<file path="config.mk">
export PLATFORM = sky130hd
export DESIGN_NAME = tile_scanout
export DESIGN_NICKNAME = d
export VERILOG_FILES = /design/src/rtl/tile_scanout.sv
export SDC_FILE = /design/constraint.sdc
export NUM_CORES = 1
export LEC_CHECK = 0
export ABC_AREA = 1
export BUFFER_PORTS_ARGS = -buffer_cell sky130_fd_sc_hd__clkbuf_2
export CORE_ASPECT_RATIO = 2
export CORE_MARGIN = 8
export CORE_UTILIZATION = 30
export DETAILED_ROUTE_END_ITERATION = 8
export PLACE_DENSITY = 0.55
export SETUP_SLACK_MARGIN = 0.15
export SLEW_MARGIN = 20
export SYNTH_ARGS = -nofsm -noshare
export SYNTH_HDL_FRONTEND = slang
export SYNTH_SLANG_ARGS = --single-unit
export TNS_END_PERCENT = 100
</file>
<file path="constraint.sdc">
create_clock -name clk -period 4.55 [get_ports clk]
set_input_delay 0.2275 -clock clk [delete_from_list [all_inputs] [get_ports clk]]
set_output_delay 0.2275 -clock clk [all_outputs]
set_load 0.02 [all_outputs]
</file>
<file path="src/rtl/tile_scanout.sv">
// Streams an 8x8 tile buffer out as a valid/ready pixel stream with absolute screen
// coordinates; a 3-entry FIFO absorbs the buffer read latency and downstream stalls.
module tile_scanout #(
    parameter int COL_BITS = 7,
    parameter int ROW_BITS = 7,
    parameter int PIX_W    = 24
) (
    input  logic                clk,
    input  logic                rst_n,
    input  logic                start,
    input  logic [COL_BITS-1:0] tile_col,
    input  logic [ROW_BITS-1:0] tile_row,
    output logic                busy,
    output logic                done,
    output logic [2:0]          rd_y,
    output logic [2:0]          rd_x,
    output logic                rd_en,
    input  logic [PIX_W-1:0]    rd_data,
    output logic                out_valid,
    input  logic                out_ready,
    output logic [PIX_W-1:0]    out_pix,
    output logic [COL_BITS+2:0] out_x,
    output logic [ROW_BITS+2:0] out_y,
    output logic                out_last
);

    typedef enum logic [1:0] {
        S_IDLE,
        S_READ,
        S_DRAIN
    } state_e;

    state_e              state_q;
    logic [5:0]          idx_q;
    logic [5:0]          addr_q;
    logic [COL_BITS-1:0] col_q;
    logic [ROW_BITS-1:0] row_q;
    logic                busy_q;
    logic                done_q;
    logic                inflight_q;

    logic [PIX_W-1:0]    pix_mem [3];
    logic [5:0]          yx_mem  [3];
    logic [1:0]          wr_ptr_q;
    logic [1:0]          rd_ptr_q;
    logic [1:0]          count_q;

    logic                push;
    logic                pop;
    logic                head_last;
    logic [5:0]          head_yx;

    function automatic logic [1:0] ptr_inc(input logic [1:0] p);
        return (p == 2'd2) ? 2'd0 : p + 2'd1;
    endfunction

    // A read is only issued when a FIFO slot is guaranteed for its data next cycle.
    assign rd_en     = (state_q == S_READ) &&
                       (({1'b0, count_q} + {2'b00, inflight_q}) <= 3'd2);
    assign push      = inflight_q;
    assign out_valid = (count_q != 2'd0);
    assign pop       = out_valid && out_ready;
    assign head_yx   = yx_mem[rd_ptr_q];
    assign head_last = out_valid && (head_yx == 6'h3F);

    assign rd_y      = rd_en ? idx_q[5:3] : addr_q[5:3];
    assign rd_x      = rd_en ? idx_q[2:0] : addr_q[2:0];
    assign busy      = busy_q;
    assign done      = done_q;

    assign out_pix   = out_valid ? pix_mem[rd_ptr_q] : '0;
    assign out_x     = out_valid ? {col_q, head_yx[2:0]} : '0;
    assign out_y     = out_valid ? {row_q, head_yx[5:3]} : '0;
    assign out_last  = head_last;

    // NOTE: sequential state uses non-blocking assignments so every register samples
    // pre-edge values regardless of block ordering.
    always_ff @(posedge clk or negedge rst_n) begin
        if (!rst_n) begin
            state_q <= S_IDLE;
            idx_q   <= '0;
            addr_q  <= '0;
            col_q   <= '0;
            row_q   <= '0;
            busy_q  <= 1'b0;
            done_q  <= 1'b0;
        end else begin
            done_q <= 1'b0;
            unique case (state_q)
                S_IDLE: begin
                    if (start) begin
                        col_q   <= tile_col;
                        row_q   <= tile_row;
                        idx_q   <= '0;
                        busy_q  <= 1'b1;
                        state_q <= S_READ;
                    end
                end
                S_READ: begin
                    if (rd_en) begin
                        addr_q <= idx_q;
                        idx_q  <= idx_q + 6'd1;
                        if (idx_q == 6'd63) begin
                            state_q <= S_DRAIN;
                        end
                    end
                end
                S_DRAIN: begin
                    if (pop && head_last) begin
                        busy_q  <= 1'b0;
                        done_q  <= 1'b1;
                        state_q <= S_IDLE;
                    end
                end
                default: state_q <= S_IDLE;
            endcase
        end
    end

    always_ff @(posedge clk or negedge rst_n) begin
        if (!rst_n) begin
            inflight_q <= 1'b0;
            wr_ptr_q   <= '0;
            rd_ptr_q   <= '0;
            count_q    <= '0;
        end else begin
            inflight_q <= rd_en;
            if (push) begin
                wr_ptr_q <= ptr_inc(wr_ptr_q);
            end
            if (pop) begin
                rd_ptr_q <= ptr_inc(rd_ptr_q);
            end
            unique case ({push, pop})
                2'b10:   count_q <= count_q + 2'd1;
                2'b01:   count_q <= count_q - 2'd1;
                default: count_q <= count_q;
            endcase
        end
    end

    // NOTE: FIFO storage has no reset; the stream outputs are masked while empty, so
    // stale entries are never observable.
    always_ff @(posedge clk) begin
        if (push) begin
            pix_mem[wr_ptr_q] <= rd_data;
            yx_mem[wr_ptr_q]  <= addr_q;
        end
    end

endmodule

</file>
---- Word level (Yosys, flattened, before mapping) ----
Memories as Yosys holds them, arrays and structs flattened.
Cells that the tools add are included.
storage, ports and cells
  flip-flop bits (word level) ............. 37
  bits in writable memories ............... 90
  output and inout bits ................... 55
  logic and storage cells ................. 69
  memories ................................ 2
operators by class
  $add $sub $neg .......................... 6
  order comparisons ....................... 1
  eq/ne operators ......................... 12
  multiplexer cells ....................... 23
  reduce and logical (&&, ||, !) cells .... 14
memories
  memory   depth  width  read ports  clocked after memory_dff  write ports  RTL line  RTL
  pix_mem  3      24     1           0                         1            42        logic [PIX_W-1:0] pix_mem [3];
  yx_mem   3      6      1           0                         1            43        logic [5:0] yx_mem [3];
operators by type and width
  kind                 number
  $mux 24              1
  $mux 10              2
  $eq 6x6->1 const B   2
  $mux 2               6
  $mux 6               2
  $pmux 6 s2           1
  $eq 2x2->1 const B   4
  $reduce_bool 2->1    4
  $add 2x1->2 const B  3
  $add 6x1->6 const B  1
  $mux 1               6
  $mux 3               2
  $ne 2x2->1 const B   3
  $pmux 2 s3           1
  $reduce_and 3->1     2
  $eq 2x1->1 const B   2
  $logic_and 1x1->1    4
  $pmux 2 s2           1
  $reduce_and 2->1     2
  $reduce_and 4->1     1
  $add 2x1->3          1
  $le 3x2->1 const B   1
  $logic_not 2->1      1
  $ne 2x1->1 const B   1
  2 further kinds      2

---- Logic depth before layout (Yosys ltp) ----
Gate-level depths: netlist (run 1).
An unclocked memory read counts as a cell.
  depth after elaboration ................. 6
  mapped depth ............................ 11
  depth with buffers taken out ............ 11

---- Worst setup path after synthesis (run 1) ----
Ideal clock, no wire load.
  path type ............................... reg2reg
  start ................................... register inflight_q
  end ..................................... memory pix_mem[1][0] (enable)
  library setup time ...................... 456 ps
  data arrival time ....................... 2594 ps
  required time ........................... 4094 ps
  setup slack ............................. 1500 ps
  cell stages (with the launch flop) ...... 3
  path buffers ............................ 0
  clock period less this slack ............ 3050 ps
  cells stage by stage .................... dfrtp_1 > inv_1 > nor3_1
on the way
  cells in the longest elaborated chain, start to end .. 2
ends and longest elaborated chain
  what                          RTL line  RTL
  start, declared               40        logic inflight_q;
  start signal, assigned        127       inflight_q <= rd_en;
  $mux 1                        145       if (push) begin
  $mux 1 (not written as such)  146       pix_mem[wr_ptr_q] <= rd_data;
  end, declared                 42
No other way between the ends.

---- Worst setup path after layout (run 1) ----
  start ................................... register count_q[0]
  end ..................................... output port out_last
on the way
  cells in the longest elaborated chain, start to end .. 2
ends and longest elaborated chain
  what                    RTL line  RTL
  start, declared         46        logic [1:0] count_q;
  start signal, assigned  135       2'b10: count_q <= count_q + 2'd1;
  start signal, assigned  136       2'b01: count_q <= count_q - 2'd1;
  start signal, assigned  137       default: count_q <= count_q;
  $reduce_bool 2->1       61        assign out_valid = (count_q != 2'd0);
  $logic_and 1x1->1       64        assign head_last = out_valid && (head_yx == 6'h3F);
  end, declared           24        output logic out_last
No other way between the ends.

==> impl_metrics.ini, run 1 <==
[detailed_routing]
wl_per_cell_um = 14.3
antenna_left = 0
vias = 3607
detailedRoute.firstIterationViolations = 119
post_drt_via_cell_ratio = 4.44
detail_route.first_pass.iterations = 4
route.detailed.drc = 0
routed_wirelength_um = 11600

[layout]
area_growth_from_synthesis_to_final_layout_pct = 24.0
fin_util = 0.377
stdcell_count = 813
sequential_area_um2 = 3630
footprint_of_the_multi_input_gates_um2 = 1270
layout.nets = 636
layout.filler_cells = 1731
share_of_post_route_cells_with_drive_strength_above_1 = 0.244

[timing]
setup_tns_ns = 0
skew_ns = 0.0123
worst_slew_margin_relative_to_its_limit = 0.306
period_share = 0.751
worst_pin_slew_ns = 1.04
setup_repair_after_global_routing_missed_its_margin = false
max_freq_mhz = 293
timing.final.hold_violations = 0
finalWorstPathRequiredPeriod_ns = 3.42
final_max_slew_viol_count = 0
final_setup_vio_count = 0

[place]
dp.final_hpwl_um = 8030
port_buffers = 96
placed_cells = 779
finalWeightedCongestion = 0.759

[cts]
postCtsSetupRepairBufs = 0
clkLatencyLatePin_ns = 0.40
number_of_cts_inserted_buffers = 17
clock_path_buffers = 2
clockRootBuffer = clkbuf_16
htree_num_levels = 4
cts_tree = done
cts_num_sinks = 127
clkTransAtPathRegs_ns = 0.06

[global_route]
grt_start_max_net_pins = 38
grt_antenna_before_repair = 1
number_of_global_route_vias_before_repair = 3883
first_pass_grt_wire_length_um = 19000
grtUsageTotal = 0.111
overflow = 0

[worst_setup_path]
crit_required_ns = 4.32
critPathSlowestCell = clkinv_1
critical_path.startpoint_type = flip-flop
end_kind = primary output
worst_ep_arrival_time_ns = 3.19
timing.setup.critical_path_class = reg2out
max_stage_delay_ns = 1.02
critical_path.cell_chain = nor2_2, clkinv_1, nand2_1, nor4_1, clkbuf_2
critical_path_fanouts_max = 31

[power_and_ir_drop]
cellPowerDensity_nw_per_um2 = 759
leakagePower_uw = 0.00298
largest_voltage_drop_on_the_vdd_net_v = 0.000241

[run]
cap_violations = 0

[synthesis]
synthDominantCellAreaShare = 0.517
asyncSetResetFlopFracSynth = 0.291
post_synth_net_total = 533
syn_inst = 486
ys_top_cells_by_area = edfxtp_1, dfrtp_1, nand2_1
synth.most_common_cell = nand2_1
netlist.top_cell.by_area = edfxtp_1
yosysWarnings = 0
synth_common_cells = nand2_1, edfxtp_1, inv_1, dfrtp_1, nand3_1
syn-mean-instance-area_um2 = 10.8
netlist_area_um2 = 5230
yosysSeqAreaShare = 0.694
synth-edff-count = 90
prevailing_post_synth_register_cell = edfxtp_1
netlist-cell-type-count = 26
postSynthRegisterBits = 127

[run_status]
run_status = completed

[floorplan]
core-area_um2 = 17200
die_area_um2 = 22200
floorplan_row_count = 68
die_w_um = 109
io_count = 97
die-height_um = 203
initial_utilization = 0.304

[hold_path]
holdCritPathClass = in2reg
==> worst paths after layout <==
check	from	slack, ns	depth (start not counted)	endpoint
setup / recovery	count_q[0]$_DFFE_PN0P_	1.13	5	out_last
hold / removal	tile_col[6]	0.03	3	col_q[6]$_DFFE_PN0P_
setup reg to reg	count_q[0]$_DFFE_PN0P_	1.66	7	busy$_DFFE_PN0P_
hold reg to reg	addr_q[5]$_DFFE_PN0P_	0.51	0	yx_mem[1][5]$_DFFE_PP_
max in group asynchronous	rst_n	3.47	2	col_q[1]$_DFFE_PN0P_
min in group asynchronous	rst_n	0.50	2	idx_q[3]$_DFFE_PN0P_
==> cell families after synthesis <==
kind of cell	Yosys count	share of synthesized area
compound gates	33	0.0330
xor+xnor	2	0.00335
fa+ha+maj	5	0.0120
buf+inv	84	0.0668
flops	127	0.694
simple gates	235	0.191
==> sequential cells by signal, indices dropped and copies added, names as in the netlist <==
signal,count
state_q,2
inflight_q,1
pix_mem,72
wr_ptr_q,2
row_q,7
done,1
rd_ptr_q,2
yx_mem,18
addr_q,6
idx_q,6
col_q,7
count_q,2
busy,1
==> area by class of cell <==
class / instances / area share
Timing Repair Buffer: 101 / 0.0803
Tap cell: 210 / 0.0405
Inverter: 67 / 0.0388
Clock inverter: 11 / 0.0124
Sequential cell: 127 / 0.560
Antenna cell: 1 / 0.000386
Multi-Input combinational cell: 275 / 0.195
Clock buffer: 21 / 0.0728
==> metal layers <==
metal / track usage / routed length [um] / vias to the layer above / part of all wire
li1: - / - / 1780 / -
met1: 0.113 / 4440 / 1724 / 0.38
met2: 0.202 / 6370 / 89 / 0.55
met3: 0.0308 / 626 / 14 / 0.054
met4: 0.0471 / 186 / 0 / 0.016
met5: 0 / 0 / - / 0
==> worst max-delay path: cells and delay by family (launching register included) <==
family | cells | cell delay, ns
buffers and inverters | 2 | 1.19
AND/OR/NAND/NOR | 3 | 1.13
flip-flops | 1 | 0.44
==> stage by stage <==
| step | cell area [um2] | setup WS (ns) | hold slack [ns] | power (uW) |
|---|---|---|---|---|
| after floorplan | 5230 | 1.50 | -0.0681 | 3110 |
| after global placement | 5920 | 2.01 | 0.408 | 3720 |
| after detailed placement | 5920 | 1.97 | 0.421 | 3750 |
| after CTS | 6480 | 1.52 | 0.0107 | 5010 |
| after global routing | 6480 | 0.762 | 0.0215 | 5280 |
| final | 6480 | 1.13 | 0.0289 | 4920 |
==> layout by cell type (no fill, tap or decap), types with 2 or more instances in the layout <==
cell       instances
nand3_2            3
nor2_2             2
clkbuf_16         18
nand3_1           36
o21bai_1           3
buf_4              4
a21oi_1            5
ha_1               5
inv_4              3
clkbuf_1           2
clkinv_2           2
clkinv_4           3
nor2_1            26
inv_6              2
nand2_1          154
clkbuf_2          96
inv_1             64
o21ai_0           24
nor2_4             2
dfrtp_1           37
inv_2              2
edfxtp_1          90
nand2_2            4
nor3_2             3
==> power by group <==
part / leakage, uW / switching (uW) / internal [uW]
Clock: 0.000274 / 493 / 748
Combinational: 0.00141 / 1370 / 541
Sequential: 0.00129 / 139 / 1630
==> repair_timing <==
item                                    CTS  global route
resized for setup                         0             0
hold endpoints to repair                 37             0
hold buffers                              1             0
endpoints found under the setup margin    0             0
Power figures use the tool's default switching activity.
==> run 2, diff against run 1 <==
- PLACE_DENSITY: 0.55 -> 0.57
- clock period: 4.55 -> 2.79 ns (I/O delays scaled with it)
==> run 2 against run 1 <==
Compared with the run above:
- core utilization rose by 2.6 points
- critical path depth unchanged
- combinational power grew 69%
- clock power is 72% higher
- sequential share of layout area is 3.7 points lower
- first-iteration DRC count rose by 21%
- worst hold slack better by 0.068 ns
- routed wire length increased by 5.2%
- count of clock-buffer cells in the layout grew 4
- critical path type unchanged
- critical endpoint unchanged
- largest cell class unchanged
- largest power group unchanged
==> impl_metrics.ini, run 2 (synthesized netlist as in run 1, its figures left out) <==
[worst_setup_path]
timing.setup.critical_path_class = reg2out
critical_path.startpoint_type = flip-flop
critical_path_fanouts_max = 19
crit_required_ns = 2.65
r2r_path_start = count_q[0]$_DFFE_PN0P_
worst_ep_arrival_time_ns = 2.29
rr_worst_depth = 10
timing.reg2reg.setup_slack_ns = 0.87
worstSetupStartpoint = rd_ptr_q[0]$_DFFE_PN0P_
end_kind = primary output

[cts]
number_of_cts_inserted_buffers = 17
clkLatencyLatePin_ns = 0.41
cts_tree = done
clkTransAtPathRegs_ns = 0.05
clock_path_buffers = 2
cts_num_sinks = 127
htree_num_levels = 4
postCtsSetupRepairBufs = 0
clockRootBuffer = clkbuf_16

[timing]
hold-worst-slack_ns = 0.0971
setup_tns_ns = 0
skew_ns = 0.0106
max_freq_mhz = 411
timing.final.hold_violations = 0
setup_repair_after_global_routing_missed_its_margin = false
worst_slew_margin_relative_to_its_limit = 0.373
period_share = 0.872
finalWorstPathRequiredPeriod_ns = 2.43
worst_pin_slew_ns = 0.941
final_max_slew_viol_count = 0
final_setup_vio_count = 0

[hold_path]
holdCritPathClass = in2reg
timing.hold.worst_path_depth = 4
worst_hold_startpoint = out_ready

[detailed_routing]
routed_wirelength_um = 12200
wl_per_cell_um = 14.3
detail_route.first_pass.iterations = 4
detailedRoute.firstIterationViolations = 144
post_drt_via_cell_ratio = 4.43
antenna_left = 0
route.detailed.drc = 0
vias = 3779

[layout]
share_of_post_route_cells_with_drive_strength_above_1 = 0.238
insertedDiodeCount = 0
footprint_of_the_multi_input_gates_um2 = 1270
layout.cell_area.non_filler_um2 = 6940
reg.largest.list = pix_mem: 72 flops, yx_mem: 18 flops
area_growth_from_synthesis_to_final_layout_pct = 32.7
sequential_area_um2 = 3630
mostFrequentLayoutCell = nand2_1
layout.nets = 678
layout.filler_cells = 1682
stdcell_count = 854
flip_flop_count_of_the_largest_register_all_copies_and_words_added = 72
max_flop_register = pix_mem
most-common-layout-cells = nand2_1, clkbuf_2, edfxtp_1

[floorplan]
die_area_um2 = 22200
core-area_um2 = 17200
initial_utilization = 0.304
die_w_um = 109
io_count = 97
die-height_um = 203
floorplan_row_count = 68

[power_and_ir_drop]
cellPowerDensity_nw_per_um2 = 1190
largest_voltage_drop_on_the_vdd_net_v = 0.000546
leakagePower_uw = 0.00318

[run_status]
run_status = completed

[run]
cap_violations = 0

[global_route]
overflow = 0
first_pass_grt_wire_length_um = 19500
grt_start_max_net_pins = 38
grtUsageTotal = 0.116
grt_antenna_before_repair = 0
number_of_global_route_vias_before_repair = 4025

[place]
placement.cell_area_um2 = 5960
dp.final_hpwl_um = 8290
placed_cells = 783
port_buffers = 96
finalWeightedCongestion = 0.823
run 2: changes by cell type in the layout (fill, tap and decap cells not counted), moves of 2 or more:
cell	previous run	this run
clkinv_4	3	0
buf_4	4	8
clkbuf_16	18	20
clkbuf_8	1	3
dlygate4sd3_1	1	39
inv_6	2	0
run 2: final timing paths:
kind,endpoint
hold / removal,rd_ptr_q[0]$_DFFE_PN0P_
max in group asynchronous,col_q[1]$_DFFE_PN0P_
setup / recovery,out_last
setup reg to reg,idx_q[3]$_DFFE_PN0P_
min in group asynchronous,idx_q[3]$_DFFE_PN0P_
hold reg to reg,busy$_DFFE_PN0P_
run 2: layout make-up:
type,count,area share
repair buffers,143,0.134
clock buffers,25,0.0792
flip-flops and latches,127,0.523
well taps,210,0.0379
multi-input cells,275,0.184
clock inverters,7,0.00577
inverters,67,0.0362
run 2: routing by layer:
metal  vias to the layer above  share of wire  global-route usage
met4                         0          0.023              0.0627
met1                      1800           0.39               0.117
li1                       1860              -                   -
met3                        18          0.052              0.0318
met2                       101           0.54               0.206
met5                         -              0                   0
run 2: report_power, final:
| group | total [uW] | leakage (uW) | internal [uW] | switching [uW] |
|---|---|---|---|---|
| combinational | 3230 | 0.00159 | 958 | 2280 |
| clock | 2130 | 0.000300 | 1360 | 765 |
| sequential | 2900 | 0.00129 | 2660 | 237 |
| total | 8260 | 0.00318 | 4990 | 3280 |
run 2: what timing repair did:
action                                  4_1_cts  5_1_grt
hold buffers                                 39        0
gates resized for setup                       0        2
hold endpoints to repair                    123        0
endpoints found under the setup margin        0        5
run 2: metrics by stage:
step,total power (uW),setup slack [ns],util
floorplan,5070,-0.234,-
finish,8260,0.358,0.404
CTS,8420,0.189,0.404
global placement,6100,0.741,0.347
global route,8830,0.161,0.404
detailed placement,6210,0.658,0.347
run 2: worst max-delay path: stages (launching register included):
cell and delay, ns:
dfrtp_1 0.48, nor2_4 0.43, and2_1 0.21, nor2_1 0.07
nor4_1 0.44, clkbuf_2 0.25
